<file path="config.mk">
export PLATFORM = sky130hd
export DESIGN_NAME = param_updown_cnt
export DESIGN_NICKNAME = d
export VERILOG_FILES = /design/src/rtl/param_updown_cnt.sv
export SDC_FILE = /design/constraint.sdc
export NUM_CORES = 1
export LEC_CHECK = 0
export ABC_AREA = 1
export CORE_ASPECT_RATIO = 1.5
export CORE_MARGIN = 10
export CORE_UTILIZATION = 60
export DETAILED_ROUTE_END_ITERATION = 8
export GPL_TIMING_DRIVEN = 0
export PLACE_DENSITY = 0.88
export SLEW_MARGIN = 10
export SYNTH_ARGS = -nofsm -noshare
export SYNTH_HDL_FRONTEND = slang
export SYNTH_SLANG_ARGS = --single-unit
export TNS_END_PERCENT = 5
</file>
<file path="constraint.sdc">
create_clock -name sclk -period 3.76 [get_ports sclk]
set_input_delay 0.376 -clock sclk [delete_from_list [all_inputs] [get_ports sclk]]
set_output_delay 0.376 -clock sclk [all_outputs]
set_load 0.05 [all_outputs]
</file>
<file path="src/rtl/param_updown_cnt.sv">
// param_updown_cnt
//   Parametrised up/down counter with programmable inclusive bounds, count
//   enable, synchronous load and a registered direction flag. Supported modes
//   are up-wrap, down-wrap, triangle (ping-pong) and hold. It is used as a
//   timebase, as a PWM carrier and as an address sequencer.
//
// Parameters
//   WIDTH    counter width in bits (>= 2)
//   RST_VAL  counter value on reset
//
// Ports
//   sclk      in   system clock, rising edge
//   rst       in   asynchronous reset, active-high
//   en        in   count enable, one step per sclk while high
//   mode      in   0 up-wrap, 1 down-wrap, 2 triangle, 3 hold
//   load      in   synchronous load strobe (overrides en, mode and bounds)
//   load_val  in   value written on load
//   lo        in   lower bound (inclusive)
//   hi        in   upper bound (inclusive)
//   cnt       out  registered count value
//   dir       out  registered direction: 0 counting up, 1 counting down
//   wrap      out  registered one-cycle pulse on bound turnover
//   cfg_err   out  registered, high while lo > hi
module param_updown_cnt #(
  parameter int unsigned          WIDTH   = 8,
  parameter logic [WIDTH-1:0]     RST_VAL = '0
) (
  input  logic             sclk,
  input  logic             rst,
  input  logic             en,
  input  logic [1:0]       mode,
  input  logic             load,
  input  logic [WIDTH-1:0] load_val,
  input  logic [WIDTH-1:0] lo,
  input  logic [WIDTH-1:0] hi,
  output logic [WIDTH-1:0] cnt,
  output logic             dir,
  output logic             wrap,
  output logic             cfg_err
);

  typedef enum logic [1:0] {
    MODE_UP   = 2'd0,
    MODE_DOWN = 2'd1,
    MODE_TRI  = 2'd2,
    MODE_HOLD = 2'd3
  } mode_e;

  // In triangle mode the direction flag is the state bit.
  typedef enum logic {
    DIR_UP   = 1'b0,
    DIR_DOWN = 1'b1
  } dir_e;

  mode_e            mode_s;
  logic             bounds_bad;
  logic             out_of_range;

  logic [WIDTH-1:0] cnt_q,     cnt_d;
  dir_e             dir_q,     dir_d;
  logic             wrap_q,    wrap_d;
  logic             cfg_err_q, cfg_err_d;

  assign mode_s       = mode_e'(mode);
  // Bound checks use the live bound inputs, so a bound change affects the
  // very next step without a cycle of delay.
  assign bounds_bad   = (lo > hi);
  assign out_of_range = (cnt_q < lo) || (cnt_q > hi);

  always_comb begin
    cnt_d     = cnt_q;
    dir_d     = dir_q;
    wrap_d    = 1'b0;
    cfg_err_d = bounds_bad;

    if (load) begin
      cnt_d = load_val;
    end else if (bounds_bad) begin
      // Inconsistent bounds: freeze count and direction until fixed.
      cnt_d = cnt_q;
    end else if (en) begin
      if (mode_s == MODE_HOLD) begin
        cnt_d = cnt_q;
      end else if (out_of_range) begin
        // Re-enter the window at the bound the mode starts from.
        if (mode_s == MODE_DOWN) begin
          cnt_d = hi;
          dir_d = DIR_DOWN;
        end else begin
          cnt_d = lo;
          dir_d = DIR_UP;
        end
      end else begin
        unique case (mode_s)
          MODE_UP: begin
            dir_d = DIR_UP;
            if (cnt_q == hi) begin
              cnt_d  = lo;
              wrap_d = 1'b1;
            end else begin
              cnt_d = cnt_q + WIDTH'(1);
            end
          end
          MODE_DOWN: begin
            dir_d = DIR_DOWN;
            if (cnt_q == lo) begin
              cnt_d  = hi;
              wrap_d = 1'b1;
            end else begin
              cnt_d = cnt_q - WIDTH'(1);
            end
          end
          MODE_TRI: begin
            if (lo == hi) begin
              // Degenerate window: nowhere to move, but every step turns over.
              wrap_d = 1'b1;
            end else if (dir_q == DIR_UP) begin
              if (cnt_q == hi) begin
                // Reflect so the bound value is emitted only once per period.
                dir_d  = DIR_DOWN;
                cnt_d  = hi - WIDTH'(1);
                wrap_d = 1'b1;
              end else begin
                cnt_d = cnt_q + WIDTH'(1);
              end
            end else begin
              if (cnt_q == lo) begin
                dir_d  = DIR_UP;
                cnt_d  = lo + WIDTH'(1);
                wrap_d = 1'b1;
              end else begin
                cnt_d = cnt_q - WIDTH'(1);
              end
            end
          end
          default: begin
            cnt_d = cnt_q;
          end
        endcase
      end
    end
  end

  always_ff @(posedge sclk or posedge rst) begin
    if (rst) begin
      cnt_q     <= RST_VAL;
      dir_q     <= DIR_UP;
      wrap_q    <= 1'b0;
      cfg_err_q <= 1'b0;
    end else begin
      cnt_q     <= cnt_d;
      dir_q     <= dir_d;
      wrap_q    <= wrap_d;
      cfg_err_q <= cfg_err_d;
    end
  end

  assign cnt     = cnt_q;
  assign dir     = dir_q;
  assign wrap    = wrap_q;
  assign cfg_err = cfg_err_q;

endmodule

</file>
==> results of run 1 <==
-- critical path: stages --
cell             delay (ns)
clkdlybuf4s50_1        0.52
inv_1                  0.15
ha_1                   0.32
nand2_1                0.05
nor2_1                 0.16
nand4_1                0.26
a21oi_2                0.31
nand3_2                0.16
nand2_4                0.15
inv_2                  0.10
nand2_1                0.08
nand2_1                0.06
-- Yosys cell counts (all sizes together) --
library cell,number,area [um^2]
xor2,4,35.0
o21ai,33,169
xnor2,2,17.5
nor3,3,25.0
nor2,36,163
a21oi,35,179
o221ai,1,8.76
buf,8,70.1
or2,6,37.5
inv,52,198
nand2,156,626
dfrtp,11,275
a31oi,3,18.8
o21a,1,7.51
clkinv,3,11.3
ha,32,400
o211ai,2,15.0
a21o,1,7.51
nand4,7,43.8
clkbuf,3,11.3
nand3,45,235
-- cells by family (layout without fill, tap and decap cells) --
logic type / count (synthesis) / count (layout)
xor+xnor: 6 / 6
compound gates: 76 / 76
buf+inv: 66 / 110
simple gates: 253 / 253
fa+ha+maj: 32 / 32
flops: 11 / 11
-- registers in the layout (all words and copies together), names as in the netlist --
| signal | count |
|---|---|
| cfg_err | 1 |
| cnt | 8 |
| wrap | 1 |
| dir | 1 |
-- report_power, final --
part           internal, uW  total (uW)  leakage, uW  switching [uW]
clock network          74.6         121    0.0000228            46.2
registers               142         202     0.000135            59.7
logic                   282         780      0.00143             499
total                   498        1100      0.00158             605
-- routing by layer --
metal / track usage / vias to the layer above / wire [um]
met3: 0.0424 / 48 / 596
met5: 0 / - / 0
met2: 0.422 / 168 / 4500
li1: - / 1537 / -
met1: 0.272 / 1465 / 3390
met4: 0.157 / 0 / 557
-- through the flow --
stage / hold WS (ns) / power [uW] / worst slack, ns / instances
floorplan: 0.228 / 734 / 1.65 / 444
global placement: 0.652 / 948 / 1.03 / 530
detailed placement: 0.662 / 967 / 0.991 / 530
CTS: 0.433 / 1090 / 1.23 / 534
global route: 0.465 / 1200 / 0.968 / 534
finish: 0.428 / 1100 / 1.18 / 534
-- final cells by class --
class	instances	area (um^2)	area share
Multi-Input combinational cell	367	1990	0.650
Timing Repair Buffer	40	400	0.131
Sequential cell	11	275	0.0901
Inverter	55	209	0.0684
Buffer	11	81.3	0.0266
Tap cell	46	57.6	0.0188
Clock buffer	4	45.0	0.0147
-- final timing paths --
path / slack [ns] / start / cells after the start / end
worst max-delay path: 1.18 / hi[5] / 12 / cnt[0]
worst min-delay path: 0.43 / rst / 2 / cnt[3]
worst max register to register: 1.55 / cnt[5] / 12 / cnt[0]
worst min register to register: 0.68 / cnt[7] / 2 / cnt[7]
max in group asynchronous: 3.04 / rst / 2 / wrap
min in group sclk: 0.68 / cnt[7] / 2 / cnt[7]
==> metrics.txt, run 1 <==
outcome=complete, no violations; antenna diode count=0; post-synthesis mux area share=0; dpl cell area=3010 um^2; GRT Resource Usage Total=0.248; post-route design area=3060 um^2; # setup viols final=0; total of max-cap violations=0; GP Congestion=approximately 1.0; Cells after Synth=444; drt drc=0; number of vias per cell=~6; most frequent cells in the layout=nand2_1, inv_1, nand3_1; first-pass GRT wire length=roughly 15 mm; Pwr Density=361 nW/um^2; # fillers=about 370; Max transition margin=0.640; VDD IR-drop max=between 500 and 600 uV; drt wl/cell=about 17 um; CP endpoint kind=flop; kind of critical path=input port to flop; post-synthesis compound-gate area fraction=0.159; signal arrival time at the worst endpoint=~2.7 ns; Core Box Area=~4200 um^2; Clk pin slew, worst setup/hold paths=about 0.050 ns; flop and latch count out of synthesis=11; CTS Buffer Depth=2; area delta synth->final=19.7%; Die W=73.3 um; Min-Delay Path Class=input port to asynchronous set/reset pin; nets=about 550; Initial Utilization=0.612; post-CTS setup buffers=0; CTS Hold Bufs=0; Die ar.=roughly 7300 um^2; Post-Synth XOR/XNOR Area=0.0206; FMAX=between 300 and 400 MHz; largest net degree at the start of global routing=12; worst-margin pin slew=0.539 ns; TritonCTS Buffers=3; vias post-DR=approximately 3.2k; leakage=0.00158 uW; Setup TNS Final=0 ns; Seq/Total Area, Yosys=0.108; Die H=between 90 and 100 um; Cell Area, Synth=around 2600 um^2; num rows=29; initial antenna violation count=0; Synth Warn #=0; Worst-Skew Late Latency=roughly 0.24 ns; Final min period=approximately 2.6 ns; RSZ-0062 raised after global routing=no; Synth Area in Adders=0.157; largest family of logic cells by synthesized area=simple AND/OR/NAND/NOR gates; initial drt markers=about 290; vias in the first global route=3200; IO Count=a little over 40; Final Hold Viols=0; Mean Syn Cell Area=5.75 um^2; Distinct cells, synth=34; IO buf count=40; Required @ worst endpoint=a little under 4 ns; syn_nets=~510; post-DP HPWL=around 7.3 mm; max-slew violation count=0; fin crit share=0.686; clock tree root buffer cell=clkbuf_8; DRT Wirelength=9.04 mm; commonest non-fill, non-tap cell in the layout=nand2_1; worst-path fanout max=9; Final ANT Viol Nets=0; first drt pass iteration count=5; gr ovfl total=0; Util after Layout=0.733; Max H-tree Level=1; Fin Clk Skew=roughly 0.0018 ns; CTS-repair resized insts=0; startpoint types=input port; Synth Area in Simple Gates=0.442; CTS tree=built; ratio of cells with drive above 1 in the final layout=0.0922; clock sinks=11
No activity file was read; power rests on OpenSTA's default activity.
==> run 2, diff against run 1 <==
- CORE_UTILIZATION: 60 -> 55
- PLACE_DENSITY: 0.88 -> 0.82
- clock period: 3.76 -> 2.7 ns (I/O delays scaled with it)
==> metrics.txt, run 2 (same netlist as run 1, synthesis figures left out) <==
outcome=complete, no violations; Final ANT Viol Nets=0; drt wl/cell=16.7 um; leakage=around 0.0016 uW; Die W=75.6 um; signal arrival time at the worst endpoint=2.60 ns; Final min period=2.41 ns; GP Congestion=roughly 1; most frequent cells in the layout=nand2_1, inv_1, nand3_1; dpl cell area=~3000 um^2; dpl cells=~530; Min-Delay Path Class=input port to asynchronous set/reset pin; initial antenna violation count=0; Worst-Skew Late Latency=about 0.24 ns; gr ovfl total=0; CTS tree=built; Fin Clk Skew=around 0.006 ns; CTS Buffer Depth=2; CTS Hold Bufs=0; post-DP HPWL=between 7 and 8 mm; # setup viols final=0; Clk pin slew, worst setup/hold paths=~0.060 ns; Core Box Area=about 4500 um^2; max FFs per register=8; fin crit share=0.894; kind of critical path=input port to flop; drt drc=0; first drt pass iteration count=5; final hold slack=0.348 ns; startpoint types=input port; clock sinks=11; vias in the first global route=3057; initial drt markers=around 270; CTS-repair resized insts=0; largest net degree at the start of global routing=12; ratio of cells with drive above 1 in the final layout=0.0943; post-route design area=~3100 um^2; number of vias per cell=between 5 and 6; clock tree root buffer cell=clkbuf_8; max-slew violation count=0; post-CTS setup buffers=0; fin cells=between 500 and 600; Pwr Density=501 nW/um^2; FMAX=around 410 MHz; worst-margin pin slew=about 0.54 ns; Required @ worst endpoint=about 2.9 ns; pre-CTS setup slack=0.0962 ns; IO buf count=40; Max transition margin=0.640; TritonCTS Buffers=3; IO Count=41; Final WS setup=~0.29 ns; Die H=103 um; antenna diode count=0; Final Hold Viols=0; vias post-DR=3088; RSZ-0062 raised after global routing=no; first-pass GRT wire length=approximately 15 mm; Die ar.=just under 8000 um^2; num rows=30; total of max-cap violations=0; DRT Wirelength=approximately 8.9 mm; VDD IR-drop max=403 uV; Critical R2R Launch=cnt[5]; GRT Resource Usage Total=0.239; Initial Utilization=0.567; CP endpoint kind=flop; commonest non-fill, non-tap cell in the layout=nand2_1; worst-path fanout max=5; area delta synth->final=19.8%; Max H-tree Level=1; Setup TNS Final=0 ns; crit path launch=lo[6]; nets=roughly 550
==> run 2: critical path, stage by stage <==
cell	delay, ns
clkdlybuf4s50_1	0.60
inv_1	0.12
ha_1	0.30
nand2_1	0.11
nor2_4	0.15
nand3_1	0.25
o21ai_1	0.25
nand3_1	0.10
nand2_1	0.08
inv_1	0.04
nand2_1	0.06
nand2_1	0.05
nand2_1	0.08
nand3_1	0.07
nand2_1	0.06
==> run 2: power breakdown <==
part,total [uW],internal (uW),leakage (uW),switching [uW]
combinational,1080,392,0.00143,692
clock,169,102,0.0000255,67.1
sequential,281,197,0.000135,84.0
==> run 2: metrics by stage <==
stage	total power, uW	util
after global placement	1330	0.669
after detailed placement	1350	0.669
after floorplan	1020	-
final	1530	0.679
after CTS	1520	0.679
after global routing	1670	0.679
==> run 2: per-layer routing <==
metal | track usage | part of all wire
met1 | 0.266 | 0.38
met2 | 0.403 | 0.48
met3 | 0.0325 | 0.064
met4 | 0.169 | 0.076
met5 | 0 | 0
==> run 2: layout make-up <==
| type | count | area [um^2] |
|---|---|---|
| fill | 448 | 1440 |
| clock buffer | 3 | 41.3 |
| inverter | 55 | 209 |
| multi-input combinational | 367 | 1990 |
| sequential | 11 | 275 |
| timing repair buffer | 40 | 400 |
| buffer | 11 | 81.3 |
| clock inverter | 1 | 5.00 |
| tap | 48 | 60.1 |
==> run 2: final timing paths <==
kind	cells past startpoint	slack [ns]	end
max	15	0.29	cnt[3]
min	2	0.35	cfg_err
max reg2reg	13	0.46	cnt[3]
min reg2reg	2	0.67	cnt[0]
max in group asynchronous	2	2.05	cnt[6]
min in group sclk	5	0.66	cnt[2]
==> run 3, diff against run 2 <==
- MAX_ROUTING_LAYER: not set -> met4
==> metrics.txt, run 3 (same netlist as run 1, synthesis figures left out) <==
ratio of cells with drive above 1 in the final layout=0.0922; Pwr Density=504 nW/um^2; max-slew violation count=0; worst-margin pin slew=~0.54 ns; Fin Clk Skew=roughly 0.0077 ns; num rows=30; Min-Delay Path Class=input port to asynchronous set/reset pin; Die W=~76 um; Core Box Area=~4500 um^2; drt drc=0; signal arrival time at the worst endpoint=about 2.7 ns; Setup TNS Final=0 ns; dpl cell area=approximately 3000 um^2; Seq pwr share=0.183; CTS Buffer Depth=2; pre-CTS setup slack=approximately 0.0015 ns; crit-path cells=clkdlybuf4s50_1, inv_1, ha_1, nand2_1, nor2_4, nand3_1, inv_2, nand3_1, nand2_1, nand2_1, nand3_1, nand2_1, nand2_1, nand2_1, nand3_1, nand2_1; post-CTS setup buffers=0; largest net degree at the start of global routing=12; CP dominant cell by count=nand2_1; CTS Hold Bufs=0; combinational power share=0.704; clock tree root buffer cell=clkbuf_8; area delta synth->final=19.8%; post-route design area=a little over 3000 um^2; max FFs per register=8; Worst R2R Path Depth=14; antenna diode count=0; nets=~550; # setup viols final=0; Required @ worst endpoint=approximately 2.8 ns; dpl cells=between 500 and 600; CTS-repair resized insts=0; CTS tree=built; initial antenna violation count=0; TritonCTS Buffers=3; total of max-cap violations=0; fin cells=536; Final WS setup=~0.17 ns; DRT Wirelength=between 9 and 10 mm; fin crit share=0.939; CP max stage delay=0.65 ns; P_int=693 uW; P_sw=about 850 uW; GRT Resource Usage Total=0.246; Die ar.=around 8000 um^2; Clk pin slew, worst setup/hold paths=~0.05 ns; gr ovfl total=0; leakage=between 0.0015 and 0.002 uW; Sw Share=0.550; vias in the first global route=between 3k and 4k; commonest non-fill, non-tap cell in the layout=nand2_1; Initial Utilization=0.567; GP Congestion=around 1; IO Count=41; CP max stage cell=clkdlybuf4s50_1; number of vias per cell=roughly 6.0; vias post-DR=between 3k and 4k; drt wl/cell=between 15 and 20 um; Worst-Skew Late Latency=0.25 ns; RSZ-0062 raised after global routing=no; Final min period=approximately 2.5 ns; initial drt markers=around 240; FMAX=between 300 and 400 MHz; post-DP HPWL=7.27 mm; VDD IR-drop max=roughly 410 uV; Final Hold Viols=0; clock sinks=11; Final ANT Viol Nets=0; worst-path fanout max=7; Die H=between 100 and 150 um; most frequent cells in the layout=nand2_1, inv_1, nand3_1; CP endpoint kind=flop; Max H-tree Level=1; startpoint types=input port; Max transition margin=0.638; clock network fraction of design power=0.112; kind of critical path=input port to flop; IO buf count=40; first-pass GRT wire length=14.5 mm; # fillers=roughly 450; first drt pass iteration count=5; outcome=complete, no violations
-- run 3: stage by stage --
| stage | utilization | power, uW | hold slack [ns] |
|---|---|---|---|
| 2_1_floorplan | - | 1020 | 0.122 |
| 3_3_place_gp | 0.669 | 1330 | 0.575 |
| 3_5_place_dp | 0.669 | 1350 | 0.580 |
| 4_1_cts | 0.679 | 1530 | 0.315 |
| 5_1_grt | 0.679 | 1680 | 0.355 |
| 6_report | 0.679 | 1540 | 0.304 |
-- run 3: routing by layer --
metal | vias up | global-route usage | part of all wire
li1 | 1539 | - | -
met1 | 1422 | 0.268 | 0.38
met2 | 179 | 0.398 | 0.47
met3 | 63 | 0.0353 | 0.073
met4 | 0 | 0.175 | 0.082
met5 | - | - | 0
-- run 3: power by group through the flow --
stage	clock [uW]	combinational [uW]	sequential [uW]
finish	173	1090	283
global route	183	1210	285
CTS	174	1070	280
detailed placement	0	1070	282
global placement	0	1050	281
floorplan	0	655	367
-- run 3: cell type report --
cell class	instances	area (um^2)	area share
multi-input cells	367	1990	0.650
repair buffers	40	400	0.131
flip-flops and latches	11	275	0.0900
inverters	55	209	0.0683
plain buffers	11	81.3	0.0266
well taps	48	60.1	0.0196
clock buffers	4	45.0	0.0147
-- run 3: critical path, delay by kind of cell --
kind / cells / cell delay, ns
AND/OR/NAND/NOR: 12 / 1.06
buffers and inverters: 3 / 1.03
adder cells (fa/ha/maj): 1 / 0.32
-- run 3: final timing paths --
path                             start  endpoint  slack [ns]
max in group asynchronous          rst    cnt[2]        2.10
hold / removal                     rst    cnt[3]        0.30
setup reg to reg                cnt[5]    cnt[6]        0.35
min in group sclk          load_val[2]    cnt[2]        0.65
hold reg to reg                 cnt[0]    cnt[0]        0.67
setup / recovery                 lo[5]    cnt[6]        0.17
==> patch 1, RTL diff (config.mk and constraints of run 3) <==
Change the parameter `WIDTH` from 8 to 6.
--- a/src/rtl/param_updown_cnt.sv
+++ b/src/rtl/param_updown_cnt.sv
@@ -22,7 +22,7 @@
 //   wrap      out  registered one-cycle pulse on bound turnover
 //   cfg_err   out  registered, high while lo > hi
 module param_updown_cnt #(
-  parameter int unsigned          WIDTH   = 8,
+  parameter int unsigned          WIDTH   = 6,
   parameter logic [WIDTH-1:0]     RST_VAL = '0
 ) (
   input  logic             sclk,
Ports: changed (resized cnt, hi, lo and load_val); port bits go from 41 to 33. The function was not compared with the original's and may differ.
==> patch 1 against run 3 <==
- power decreased by 23%
- sequential cell count is 2 lower
- wire length shrank 28%
- final area is 20% lower
- synthesized area shrank 21%
- clock power shrank 10%
- worst setup slack improved by 0.18 ns
- largest cell class unchanged
- highest routed layer unchanged
==> patch 1: results (changes against run 3) <==
** Outcome
- Run status :: completed

** STA
- The actual slew at the worst max-slew pin came to 0.515 ns (-0.0260 ns).
- The clock tree skew after final layout is 0.00349 ns (-0.00418 ns).
- The final hold slack was 0.305 ns (+0.00122 ns).

** Global route
- Maximum number of pins on one net before global-route repair :: 11 (-1)
- First-pass GRT wire length :: 10600 um (-27%)
- The met3 layer usage reported by global route is 1.89% (-1.6 points).
- The via count of the first global-routing pass was 2269 (-25%).
- Met1 capacity usage during global routing :: 20.6% (-6.2 points)
- The met2 routing resource usage after global routing was 36.5% (-3.2 points).
- GRT Overall Usage :: 20.0% (-4.6 points)

** Yosys
- After synthesis, the cell types taking the most area are nand2_1 (21%), ha_1 (16%), dfrtp_1 (11%), nand3_1 (9.4%), inv_1 (8.9%).
- Post-synth cell types :: 31 (-8.8%)
- The sequential element share of the synthesized area was 11.1% (+0.33 points).
- Syn nets :: 394 (-22%)

** Critical path
- R2r startpoint :: cnt[0]
- Setup slack of the worst register-to-register path :: 0.49 ns (+0.14 ns)
- Highest net fanout along the worst path :: 10 (+3)
- Depth of the worst register-to-register path :: 13 (-1)

** Placement
- Input/output buffers :: 32 (-20%)
- DPL Wire Length :: 5270 um (-28%)
- Setup slack at placement :: 0.166 ns (+0.165 ns)
- Placer Congestion :: 1.02 (+1.9%)

** CTS
- The clock latency on the worst-skew pair came to 0.23 ns (-0.02 ns).

** Cells and area
- The share of layout cells above drive strength 1 is 10.8% (+1.6 points).
- The number of nets in the finished design came to 431 (-22%).
- The count of filler cells inserted in the layout was 359 (-20%).
- Largest register FFs :: 6 (-2)

** Pwr
- Peak supply drop :: 0.388 mV (-5.1%)

** Drt
- Vias per inst :: 5.57 (-6.9%)
patch 1: worst max path at each step:
stage	startpoint	end	slack (ns)	cells after the start
global route	lo[3]	cnt[2]	0.21	14
finish	lo[2]	cnt[2]	0.35	14
detailed placement	lo[3]	cnt[2]	0.17	14
global placement	lo[2]	cnt[2]	0.18	14
CTS	lo[3]	cnt[2]	0.37	14
floorplan	cnt[0]	cnt[1]	0.52	12
patch 1: cell type report:
type / count / area, um^2 / area share [%]
plain buffers: 9 / 61.3 / 2.51
multi-input cells: 275 / 1550 / 63.3
well taps: 43 / 53.8 / 2.20
clock buffers: 4 / 45.0 / 1.84
flip-flops and latches: 9 / 225 / 9.21
repair buffers: 32 / 320 / 13.1
inverters: 51 / 191 / 7.83
patch 1: cell families after synthesis:
logic type               after synthesis  share of synthesized area (%)
AO/OA/AOI/OAI                         44                           13.1
XOR/XNOR                               5                           2.16
adder cells (fa/ha/maj)               26                           16.0
buffers and inverters                 60                           12.5
flip-flops                             9                           11.1
AND/OR/NAND/NOR                      200                           45.1
patch 1: layer usage:
layer	vias to the layer above	wire length [um]
met5	-	0
met4	0	254
met3	22	424
met2	115	3350
met1	1035	2490
li1	1182	-
patch 1: power by group through the flow:
stage	combinational [mW]	clock [mW]	sequential, mW
floorplan	0.500	0	0.279
CTS	0.812	0.159	0.211
detailed placement	0.806	0	0.213
finish	0.816	0.155	0.213
global placement	0.791	0	0.213
global route	0.905	0.164	0.216
patch 1: worst max-delay path, cell delays in order:
cell	delay, ns
clkdlybuf4s50_1	0.63
inv_1	0.15
ha_1	0.32
nand2_1	0.11
nor2_4	0.05
nand2_1	0.07
nand3_2	0.16
nand2_4	0.16
buf_6	0.16
o211ai_1	0.10
nand2_1	0.10
nand2_1	0.06
nand2_1	0.08
nand2_1	0.05
patch 1: through the flow:
step | util [%] | cell area [um^2] | cells
6_report | 67.7 | 2450 | 423
5_1_grt | 67.7 | 2450 | 423
4_1_cts | 67.7 | 2450 | 423
3_5_place_dp | 66.4 | 2400 | 419
3_3_place_gp | 66.4 | 2400 | 419
2_1_floorplan | - | 2030 | 344
==> patch 2, RTL diff (settings of run 3) <==
Made on the original files. Reset style: synchronous (`rst`), changed in one clocked block. Comments in the files are not updated.
--- a/src/rtl/param_updown_cnt.sv
+++ b/src/rtl/param_updown_cnt.sv
@@ -141,7 +141,7 @@
     end
   end
 
-  always_ff @(posedge sclk or posedge rst) begin
+  always_ff @(posedge sclk) begin
     if (rst) begin
       cnt_q     <= RST_VAL;
       dir_q     <= DIR_UP;
Check against the original RTL: differs if rst is asserted again (counterexample within 4 cycles, from zero or initial values and one cycle with rst high); with rst held inactive, the same outputs for 10 cycles.
==> patch 2 against run 3 <==
- power is 34% lower
- synthesized area grew 2.9%
- global-route usage down 0.69 points
- final area up 3.1%
- critical path type is now flip-flop to flip-flop
- core utilization grew 0.94 points
- sequential cell count stayed put
- wire length rose by 5.2%
- worst setup slack lost 0.045 ns
- critical endpoint is now cnt[4]
- via count hardly changed
- synthesized cell count up 2.3%
==> patch 2: results (changes against run 3) <==
** Yosys
- Adder and majority cell fraction of the synthesized area :: 15.2% (-0.44 points)
- Ranking of synthesized cells by instance count :: nand2_1 (131), inv_1 (55), nor2_1 (40)
- The xor/xnor share of the synthesized area came to 0.333% (-1.7 points).
- Post-synth cell types :: 37 (+8.8%)
- The sequential element share of the synthesized area came to 8.38% (-2.4 points).
- Sorting the synthesized cells by area gives the leading types as nand2_1 (19%), ha_1 (15%), dfxtp_1 (8.4%), inv_1 (7.9%), nand3_1 (7.0%).
- The synthesized instance count was 454 (+2.3%).
- For this run, the leading register cell type out of synthesis is dfxtp_1.
- The fraction of synthesis flops using an asynchronous set or reset pin was 0% (-100 points).
- Syn nets :: 516 (+2.0%)

** Worst hold path
- Classification of the worst-slack hold path :: input pin to flip-flop

** Drt
- Total vias in the final route :: 3200 (-0.094%)
- DRC marker count from the first detailed-route iteration :: 328 (+37%)
- Final routed wire length divided by cell count :: 17.0 um (+0.53%)

** Placement
- Placer Congestion :: 0.962 (-3.8%)
- Input/output buffers :: 39 (-2.5%)
- The cell area after placement came to 3100 um^2 (+2.8%).
- DPL Wire Length :: 7780 um (+6.9%)

** Critical path
- Highest net fanout along the worst path :: 10 (+3)
- Startpoint of the most critical setup path :: cnt[0]
- Setup slack of the worst register-to-register path :: 0.12 ns (-0.23 ns)
- The slowest stage of the critical path is the dfxtp_1 cell.
- Crit Reg-Reg Endpoint :: cnt[4]
- Depth of the worst register-to-register path :: 13 (-1)

** STA
- The final hold slack is 0.497 ns (+0.193 ns).
- The fraction of the cycle the final worst path needs was 95.5% (+1.6 points).
- The clock tree skew after final layout is 0.00605 ns (-0.00163 ns).
- The headroom to the max-slew limit came to 66.1% (+2.3 points).

** Pwr
- The maximum vdd ir drop was 0.371 mV (-9.4%).
- The leakage power total was 1.59 nW (+0.35%).

** Cells and area
- The number of non-filler instances in the completed layout is 561 (+4.7%).
- The share of layout cells above drive strength 1 was 10.3% (+1.0 points).

** Global route
- The global-route wire length before repair is 15500 um (+6.5%).
- Number of global-route vias before repair :: 3118 (+3.7%)

** Outcome
- Run status :: completed
==> patch 2: kinds of logic (layout without fill, tap and decap cells) <==
logic type	after synthesis	count (layout)
AND/OR/NAND/NOR	242	242
adder cells (fa/ha/maj)	32	32
AO/OA/AOI/OAI	96	96
flip-flops	11	11
buffers and inverters	72	115
XOR/XNOR	1	1
==> patch 2: cell type report <==
cell class	instances	area [um^2]
buffer	13	104
clock buffer	4	45.0
fill	447	1430
inverter	59	221
multi-input combinational	371	2090
sequential	11	220
tap	64	80.1
timing repair buffer	39	395
==> patch 2: routing by layer <==
layer  wire [um]  share of wire [%]  up-vias  GRT usage (%)
met5           0                  0        -              -
met4         550                5.8        0           14.4
met3         627                6.6       42           3.09
met2        4810                 50      167           40.9
met1        3570                 37     1415           25.6
li1            -                  -     1576              -
==> patch 2: report_power, final <==
group	internal (mW)	total [mW]	switching, mW
combinational	0.234	0.639	0.406
sequential	0.178	0.218	0.0407
clock	0.104	0.163	0.0599
total	0.515	1.02	0.506
